--- config.mk ---
export PLATFORM = sky130hd
export DESIGN_NAME = pc_fetch
export DESIGN_NICKNAME = d
export VERILOG_FILES = /design/src/rtl/pc_fetch_pkg.sv /design/src/rtl/pc_next_sel.sv /design/src/rtl/pc_fetch.sv
export SDC_FILE = /design/constraint.sdc
export NUM_CORES = 1
export LEC_CHECK = 0
export BUFFER_PORTS_ARGS = -buffer_cell sky130_fd_sc_hd__buf_2
export CELL_PAD_IN_SITES_DETAIL_PLACEMENT = 0
export CELL_PAD_IN_SITES_GLOBAL_PLACEMENT = 1
export CORE_ASPECT_RATIO = 0.8
export CORE_MARGIN = 2
export CORE_UTILIZATION = 39
export CTS_CLUSTER_SIZE = 14
export DETAILED_ROUTE_END_ITERATION = 7
export PLACE_DENSITY = 0.94
export REMOVE_ABC_BUFFERS = 1
export SETUP_SLACK_MARGIN = 0.5
export SYNTH_ARGS = -nofsm -noshare
export SYNTH_HDL_FRONTEND = slang
export SYNTH_SLANG_ARGS = --single-unit
--- constraint.sdc ---
create_clock -name i_clk -period 5.7 [get_ports i_clk]
set_input_delay 1.14 -clock i_clk [delete_from_list [all_inputs] [get_ports i_clk]]
set_output_delay 1.14 -clock i_clk [all_outputs]
set_load 0.1 [all_outputs]
--- src/rtl/pc_fetch_pkg.sv ---
// Shared widths, stall encoding and state type for the instruction-fetch stage.
// The stall-stage encoding and bus widths match the rest of the pipeline.
package pc_fetch_pkg;

    localparam int IF_TO_ID_WD = 33;
    localparam int BR_WD       = 33;
    localparam int STALL_BUS_W = 6;

    localparam logic STOP    = 1'b1;
    localparam logic NO_STOP = 1'b0;

    localparam logic [31:0] RESET_PC_DEF = 32'hBFC0_0000;

    typedef enum logic [1:0] {
        S_BOOT = 2'd0,
        S_RUN  = 2'd1,
        S_HOLD = 2'd2
    } fetch_state_e;

    function automatic logic is_word_aligned(input logic [31:0] addr);
        return addr[1:0] == 2'b00;
    endfunction

endpackage

--- src/rtl/pc_next_sel.sv ---
// Next-PC priority mux: flush target, then buffered redirect, then branch,
// then sequential fetch.
module pc_next_sel (
    input  logic        i_flush,
    input  logic [31:0] i_new_pc,
    input  logic        i_pend_v,
    input  logic [31:0] i_pend_addr,
    input  logic        i_br_e,
    input  logic [31:0] i_br_addr,
    input  logic [31:0] i_pc,
    output logic [31:0] o_next_pc
);

    always_comb begin
        o_next_pc = i_pc + 32'd4;
        if (i_flush) begin
            o_next_pc = i_new_pc;
        end else if (i_pend_v) begin
            o_next_pc = i_pend_addr;
        end else if (i_br_e) begin
            o_next_pc = i_br_addr;
        end
    end

endmodule

--- src/rtl/pc_fetch.sv ---
// IF stage: owns the PC, issues instruction-SRAM reads and presents the
// {ce, pc} slot to ID. A branch seen while IF is stalled is held until release.
//
// state  | meaning
// S_BOOT | out of reset, nothing fetched yet (ce=0)
// S_RUN  | fetching, no redirect buffered
// S_HOLD | stalled with a branch target buffered in r_pend_addr
module pc_fetch
    import pc_fetch_pkg::*;
#(
    parameter logic [31:0] RESET_PC = RESET_PC_DEF,
    parameter int          STALL_W  = STALL_BUS_W
) (
    input  logic                   i_clk,
    input  logic                   i_rst,
    input  logic [STALL_W-1:0]     i_stall,
    input  logic                   i_flush,
    input  logic [31:0]            i_new_pc,
    input  logic [BR_WD-1:0]       i_br_bus,
    output logic [IF_TO_ID_WD-1:0] o_if_to_id_bus,
    output logic                   o_fetch_adel,
    output logic                   o_inst_sram_en,
    output logic [3:0]             o_inst_sram_wen,
    output logic [31:0]            o_inst_sram_addr,
    output logic [31:0]            o_inst_sram_wdata
);

    fetch_state_e r_state;
    fetch_state_e w_state_nxt;
    logic [31:0]  r_pc;
    logic [31:0]  w_pc_nxt;
    logic [31:0]  r_pend_addr;
    logic [31:0]  w_pend_addr_nxt;
    logic [31:0]  w_next_pc;
    logic         w_ce;
    logic         w_pend_v;
    logic         w_br_e;
    logic [31:0]  w_br_addr;
    logic         w_stop;
    logic         w_aligned;
    logic         w_unused_stall;

    assign w_br_e         = i_br_bus[32];
    assign w_br_addr      = i_br_bus[31:0];
    assign w_stop         = (i_stall[0] == STOP);
    assign w_unused_stall = ^i_stall[STALL_W-1:1];
    assign w_ce           = (r_state != S_BOOT);
    assign w_pend_v       = (r_state == S_HOLD);
    assign w_aligned      = is_word_aligned(r_pc);

    pc_next_sel u_next_sel (
        .i_flush     (i_flush),
        .i_new_pc    (i_new_pc),
        .i_pend_v    (w_pend_v),
        .i_pend_addr (r_pend_addr),
        .i_br_e      (w_br_e),
        .i_br_addr   (w_br_addr),
        .i_pc        (r_pc),
        .o_next_pc   (w_next_pc)
    );

    always_ff @(posedge i_clk or posedge i_rst) begin
        if (i_rst) begin
            r_state     <= S_BOOT;
            r_pc        <= RESET_PC - 32'd4;
            r_pend_addr <= 32'h0;
        end else begin
            r_state     <= w_state_nxt;
            r_pc        <= w_pc_nxt;
            r_pend_addr <= w_pend_addr_nxt;
        end
    end

    always_comb begin
        w_state_nxt     = r_state;
        w_pc_nxt        = r_pc;
        w_pend_addr_nxt = r_pend_addr;
        case (r_state)
            S_BOOT: begin
                w_state_nxt = S_RUN;
                w_pc_nxt    = RESET_PC;
            end
            default: begin
                if (i_flush) begin
                    w_state_nxt = S_RUN;
                    w_pc_nxt    = w_next_pc;
                end else if (w_stop) begin
                    // a newer branch while already holding replaces the old target
                    if (w_br_e) begin
                        w_state_nxt     = S_HOLD;
                        w_pend_addr_nxt = w_br_addr;
                    end
                end else begin
                    w_state_nxt = S_RUN;
                    w_pc_nxt    = w_next_pc;
                end
            end
        endcase
    end

    // read is re-issued every held cycle so a stalled ID keeps valid data
    assign o_inst_sram_en    = w_ce & w_aligned;
    assign o_fetch_adel      = w_ce & ~w_aligned;
    assign o_inst_sram_wen   = 4'b0000;
    assign o_inst_sram_addr  = r_pc;
    assign o_inst_sram_wdata = 32'h0;
    assign o_if_to_id_bus    = {w_ce, r_pc};

endmodule
==> results of run 1 <==
[cells by family after synthesis]
kind of cell / Yosys count
simple gates: 169
compound gates: 129
buf+inv: 121
flops: 66
mux: 37
xor+xnor: 18
fa+ha+maj: 1
other cells: 1
[metal layers]
metal	vias to the layer above	share of wire [%]	GRT usage (%)
met5	-	0	0
met4	0	1.1	4.82
met3	13	9.8	5.81
met2	256	45	33.7
met1	2093	44	31.1
li1	2020	-	-
[through the flow]
stage / cells / setup WS [ps]
2_1_floorplan: 473 / 1070
3_3_place_gp: 765 / 1480
3_5_place_dp: 765 / 1410
4_1_cts: 781 / 1760
5_1_grt: 781 / 1550
6_report: 781 / 1710
[placed cells by master (no fill, tap or decap), drive strengths merged, types with 3 or more instances in the layout]
master	instances
a211oi	6
conb	36
a311oi	6
xnor2	12
mux2	33
buf	144
xor2	6
a32o	3
a31oi	8
nor4	7
o21ai	30
nand2b	4
a22oi	3
and3	9
or3	7
nor3	16
mux2i	4
inv	16
nor2	36
o31ai	3
clkinv	3
a221oi	4
dfrtp	38
nand3	33
a21oi	34
dfstp	28
nand2	43
o211ai	3
o311ai	5
and4	4
clkbuf	14
o2111ai	3
o32ai	4
nand4	3
[critical path: cells and delay by family]
family	cells	cell delay, ps
AND/OR/NAND/NOR	2	970
buffers and inverters	3	1670
multiplexers	1	380
[path summary, 6_finish.rpt]
check / from / endpoint / slack [ps] / cells past startpoint
setup / recovery: i_stall[0] / r_pend_addr[24] / 1710 / 6
setup reg to reg: r_state[1] / o_inst_sram_addr[27] / 3100 / 6
max in group asynchronous: i_rst / r_pend_addr[12] / 4040 / 3
min in group asynchronous: i_rst / r_pend_addr[25] / 1080 / 3
hold reg to reg: r_pend_addr[6] / r_pend_addr[6] / 510 / 1
hold / removal: r_pend_addr[6] / r_pend_addr[6] / 510 / 1
[flip-flops by register name, indices dropped and copies added, names as in the netlist]
name / cells
o_inst_sram_addr: 32
r_pend_addr: 32
r_state: 2
[report_power, final]
| group | total [mW] | internal (mW) | switching, mW |
|---|---|---|---|
| registers | 0.643 | 0.565 | 0.0779 |
| logic | 0.857 | 0.160 | 0.698 |
| clock network | 0.552 | 0.341 | 0.211 |
| total | 2.05 | 1.07 | 0.987 |
[area by class of cell]
cell class	count	area, um2
Clock inverter	2	10.0
Fill cell	1102	6260
Timing Repair Buffer	144	743
Sequential cell	66	1690
Multi-Input combinational cell	390	2460
Inverter	17	63.8
Tap cell	148	185
Clock buffer	14	284
==> impl_metrics.py, run 1 <==
metrics = {
    "critical_path": {
        "worstSetupStartpointType": "input pin",
        "end_kind": "flip-flop",
        "cp_max_fo": 49,
        "slowest_stage": "buf_2",
        "critPathArrivalTime_ps": 4210,
        "max_stage_delay_ps": 680,
        "criticalPathCategory": "in2reg",
        "cp.required_ps": 5920,
        "cp_cell_sequence": "buf_2, inv_1, nor2_1, and3_1, buf_4, mux2_2",
    },
    "drt": {
        "post-route-drc-count": 0,
        "vias": 4382,
        "drtIter0Drc": 332,
        "final_antenna_net_count": 0,
        "dr.pass1.iters": 5,
        "via_per_inst": 5.61,
        "wl_per_cell_um": 18.2,
        "wl_mm": 14.2,
    },
    "synthesis": {
        "syn-cell-area_mm2": 0.00474,
        "yosysTopAreaCell": "dfrtp_1",
        "synth_edf_count": 0,
        "synth_top_family_by_area": "simple AND/OR/NAND/NOR gates",
        "synth_fa_ha_area_share_pct": 0.264,
        "synth-simple-area-share_pct": 18.8,
        "synth-seq-cells": 66,
        "synth_compound_area_share_pct": 17.9,
        "syn_inst": 542,
        "synth_top_cell_area_share_pct": 20.1,
        "ys_dominant_reg_cell": "dfrtp_1",
        "ys_warn_count": 0,
        "synth_xor_area_share_pct": 3.33,
        "ys_types": 66,
        "postSynthAreaPerCell_um2": 8.74,
        "synth_area_leaders": "dfrtp_1 20%, dfstp_2 16%, buf_4 11%",
        "yosysSeqAreaShare_pct": 35.6,
        "post-synth-top-count-cell": "buf_4",
        "synth_mux_area_share_pct": 8.69,
        "synthTopCellsByCount": "69 x buf_4, 43 x nand2_1, 38 x dfrtp_1",
        "async_reset_ff_share_pct": 100,
    },
    "clocking": {
        "clk_latency_ps": 340,
        "htree_levels": 3,
        "cts_tree": "done",
        "clk_pin_slew_ps": 50,
        "postCtsSetupBuffers": 0,
        "hold_buffers": 0,
        "numClockSinks": 66,
        "ctsResizeCount": 0,
        "clk_path_buf_depth": 2,
        "numCtsBuffers": 9,
        "ctsRootBufferMaster": "clkbuf_16",
    },
    "global_routing": {
        "grt_pass1_wl_mm": 22.0,
        "grt-ovfl-total": 0,
        "grt_max_degree": 67,
        "first_global_vias": 4034,
        "antenna_found_initial": 0,
        "grt_usage_pct": 21.9,
    },
    "final_layout": {
        "drive_gt1_share_pct": 37.9,
        "fin_area_mm2": 0.00543,
        "n_antenna_cell": 0,
        "nNetsFinal": 703,
        "syn_to_final_growth_pct": 14.7,
        "final_util_pct": 46.5,
    },
    "floorplan": {
        "die_h_um": 103,
        "io_pins": 177,
        "initial_utilization_pct": 40.5,
        "core_area_mm2": 0.0117,
        "num_rows": 35,
        "dieArea_mm2": 0.0130,
        "die-width_um": 127,
    },
    "timing": {
        "hold_violations": 0,
        "fmax_mhz": 251,
        "period_minus_slack_ps": 3990,
        "fin_skew_ps": 8.81,
        "relSlewSlack_pct": 38.5,
        "whs_ps": 508,
        "final-setup-viol-count": 0,
        "maxSlewViolCount": 0,
        "tightest_slew_ps": 922,
        "fin_crit_sh_pct": 70.0,
        "rsz0062_at_grt": "no",
        "fin_setup_tns_ps": 0,
    },
    "power_and_ir_drop": {
        "ir_drop_mv": 0.212,
        "design_power_total_mw": 2.05,
        "pwr_density_cell_mw_per_mm2": 378,
        "p_leak_nw": 2.41,
    },
    "placement": {
        "gp_congestion": 0.813,
        "placed_cell_area_mm2": 0.00514,
        "portBuffers": 135,
        "dp_hpwl_mm": 9.59,
    },
    "run": {
        "cap_violations": 0,
    },
    "min_path": {
        "hp-class": "reg2reg",
    },
    "status": {
        "status": "completed",
    },
}
(Power assumes the default switching activity.)
==> run 2, diff against run 1 <==
- CORE_UTILIZATION: 39 -> 36
- PLACE_DENSITY: 0.94 -> 0.89
- clock period: 5.7 -> 3.79 ns (I/O delays scaled with it)
==> run 2 against run 1 <==
Compared with the run above: clock skew down 3.7 ps; global-route usage decreased by 1.4 points; cell area is 1.2% higher; via count decreased by 0.30%; clock-buffer cell count rose by 2; first-iteration DRC count fell by 26%; setup slack worse by 750 ps.
==> impl_metrics.py, run 2 (synthesis gave the netlist of run 1 again) <==
metrics = {
    "status": {
        "status": "completed",
    },
    "critical_path": {
        "r2r_slack_ps": 1200,
        "criticalPathCategory": "reg2out",
        "path_delay_family": "buffers and inverters",
        "slowest_stage": "dfrtp_1",
        "max_stage_delay_ps": 510,
        "path_depth": 4,
        "startpoint": "r_state[0]",
        "worstSetupStartpointType": "flip-flop",
        "cp.required_ps": 3030,
        "rr_endpoint": "r_pend_addr[4]",
        "end_kind": "primary output",
        "reg2reg_from": "r_state[0]",
        "cp_cell_sequence": "nor2_2, inv_1, buf_4, buf_2",
        "crit_buf_inv": 3,
        "critPathArrivalTime_ps": 2070,
        "critPathCapture": "o_if_to_id_bus[32]",
        "r2r_cells": 5,
        "cp_max_fo": 14,
    },
    "floorplan": {
        "num_rows": 37,
        "initial_utilization_pct": 36.8,
        "core_area_mm2": 0.0129,
        "dieArea_mm2": 0.0141,
        "die-width_um": 132,
        "die_h_um": 107,
        "io_pins": 177,
    },
    "drt": {
        "final_antenna_net_count": 0,
        "dr.pass1.iters": 6,
        "via_per_inst": 5.37,
        "wl_per_cell_um": 17.9,
        "post-route-drc-count": 0,
        "vias": 4369,
        "drtIter0Drc": 246,
        "wl_mm": 14.6,
    },
    "clocking": {
        "clk_path_buf_depth": 2,
        "clk_latency_ps": 330,
        "cts_tree": "done",
        "htree_levels": 3,
        "numClockSinks": 66,
        "numCtsBuffers": 9,
        "postCtsSetupBuffers": 0,
        "ctsResizeCount": 0,
        "clk_pin_slew_ps": 60,
        "ctsRootBufferMaster": "clkbuf_16",
        "hold_buffers": 0,
    },
    "timing": {
        "hold_violations": 0,
        "fin_crit_sh_pct": 74.6,
        "whs_ps": 509,
        "relSlewSlack_pct": 23.6,
        "fin_skew_ps": 5.11,
        "rsz0062_at_grt": "no",
        "period_minus_slack_ps": 2830,
        "tightest_slew_ps": 1150,
        "maxSlewViolCount": 0,
        "final-setup-viol-count": 0,
        "fin_setup_tns_ps": 0,
        "fmax_mhz": 354,
    },
    "global_routing": {
        "grt-ovfl-total": 0,
        "grt_pass1_wl_mm": 22.6,
        "grt_usage_pct": 20.5,
        "grt_max_degree": 51,
        "first_global_vias": 4196,
        "antenna_found_initial": 0,
    },
    "placement": {
        "dp_hpwl_mm": 10.0,
        "gp_congestion": 0.854,
        "portBuffers": 135,
        "dpl.cell_count": 798,
    },
    "final_layout": {
        "nNetsFinal": 709,
        "drive_gt1_share_pct": 38.0,
        "layout_common_cells": "135 x buf_2, 43 x nand2_1, 38 x dfrtp_1",
        "syn_to_final_growth_pct": 16.1,
        "mostFrequentLayoutCell": "buf_2",
        "fin_cells": 814,
        "n_antenna_cell": 0,
    },
    "power_and_ir_drop": {
        "p_leak_nw": 2.43,
        "pwr_density_cell_mw_per_mm2": 557,
        "ir_drop_mv": 0.326,
    },
    "run": {
        "cap_violations": 0,
    },
    "min_path": {
        "hp-class": "reg2reg",
    },
}
[run 2: cell count changes in the layout (fill, tap and decap cells not counted)]
cell | before | now
clkbuf_8 | 4 | 3
clkinv_2 | 2 | 0
buf_4 | 9 | 15
clkbuf_1 | 1 | 4
[run 2: cell type report]
cell class | instances | area [um2]
Clock buffer | 16 | 282
Fill cell | 1307 | 7370
Inverter | 17 | 63.8
Multi-Input combinational cell | 390 | 2460
Sequential cell | 66 | 1690
Tap cell | 175 | 219
Timing Repair Buffer | 150 | 788
[run 2: metal layers]
layer	wire length [um]	track usage [%]
met1	6490	27.7
met3	1110	3.78
met4	243	6.76
met5	0	0
met2	6710	33.1
[run 2: power by group]
group / total, mW / switching (mW) / internal [mW] / leakage [nW]
Sequential: 0.968 / 0.118 / 0.850 / 0.746
Clock: 0.796 / 0.299 / 0.498 / 0.137
Combinational: 1.30 / 1.05 / 0.244 / 1.55
[run 2: worst min-delay path by stage]
stage / startpoint / end / depth (start not counted)
6_report: r_pend_addr[7] / r_pend_addr[7] / 1
5_1_grt: r_pend_addr[8] / r_pend_addr[8] / 1
4_1_cts: r_pend_addr[12] / r_pend_addr[12] / 1
3_5_place_dp: r_pend_addr[12] / r_pend_addr[12] / 1
3_3_place_gp: r_pend_addr[12] / r_pend_addr[12] / 1
2_1_floorplan: r_pend_addr[14] / r_pend_addr[14] / 1
[run 2: through the flow]
| stage | power, mW | setup WS (ps) | cell area [um2] | utilization, % |
|---|---|---|---|---|
| after floorplan | 2.03 | -460 | 4210 | - |
| final | 3.06 | 961 | 5500 | 42.7 |
| after detailed placement | 2.27 | 987 | 5220 | 40.5 |
| after CTS | 3.08 | 897 | 5500 | 42.7 |
| after global routing | 3.18 | 895 | 5500 | 42.7 |
| after global placement | 2.25 | 1000 | 5220 | 40.5 |
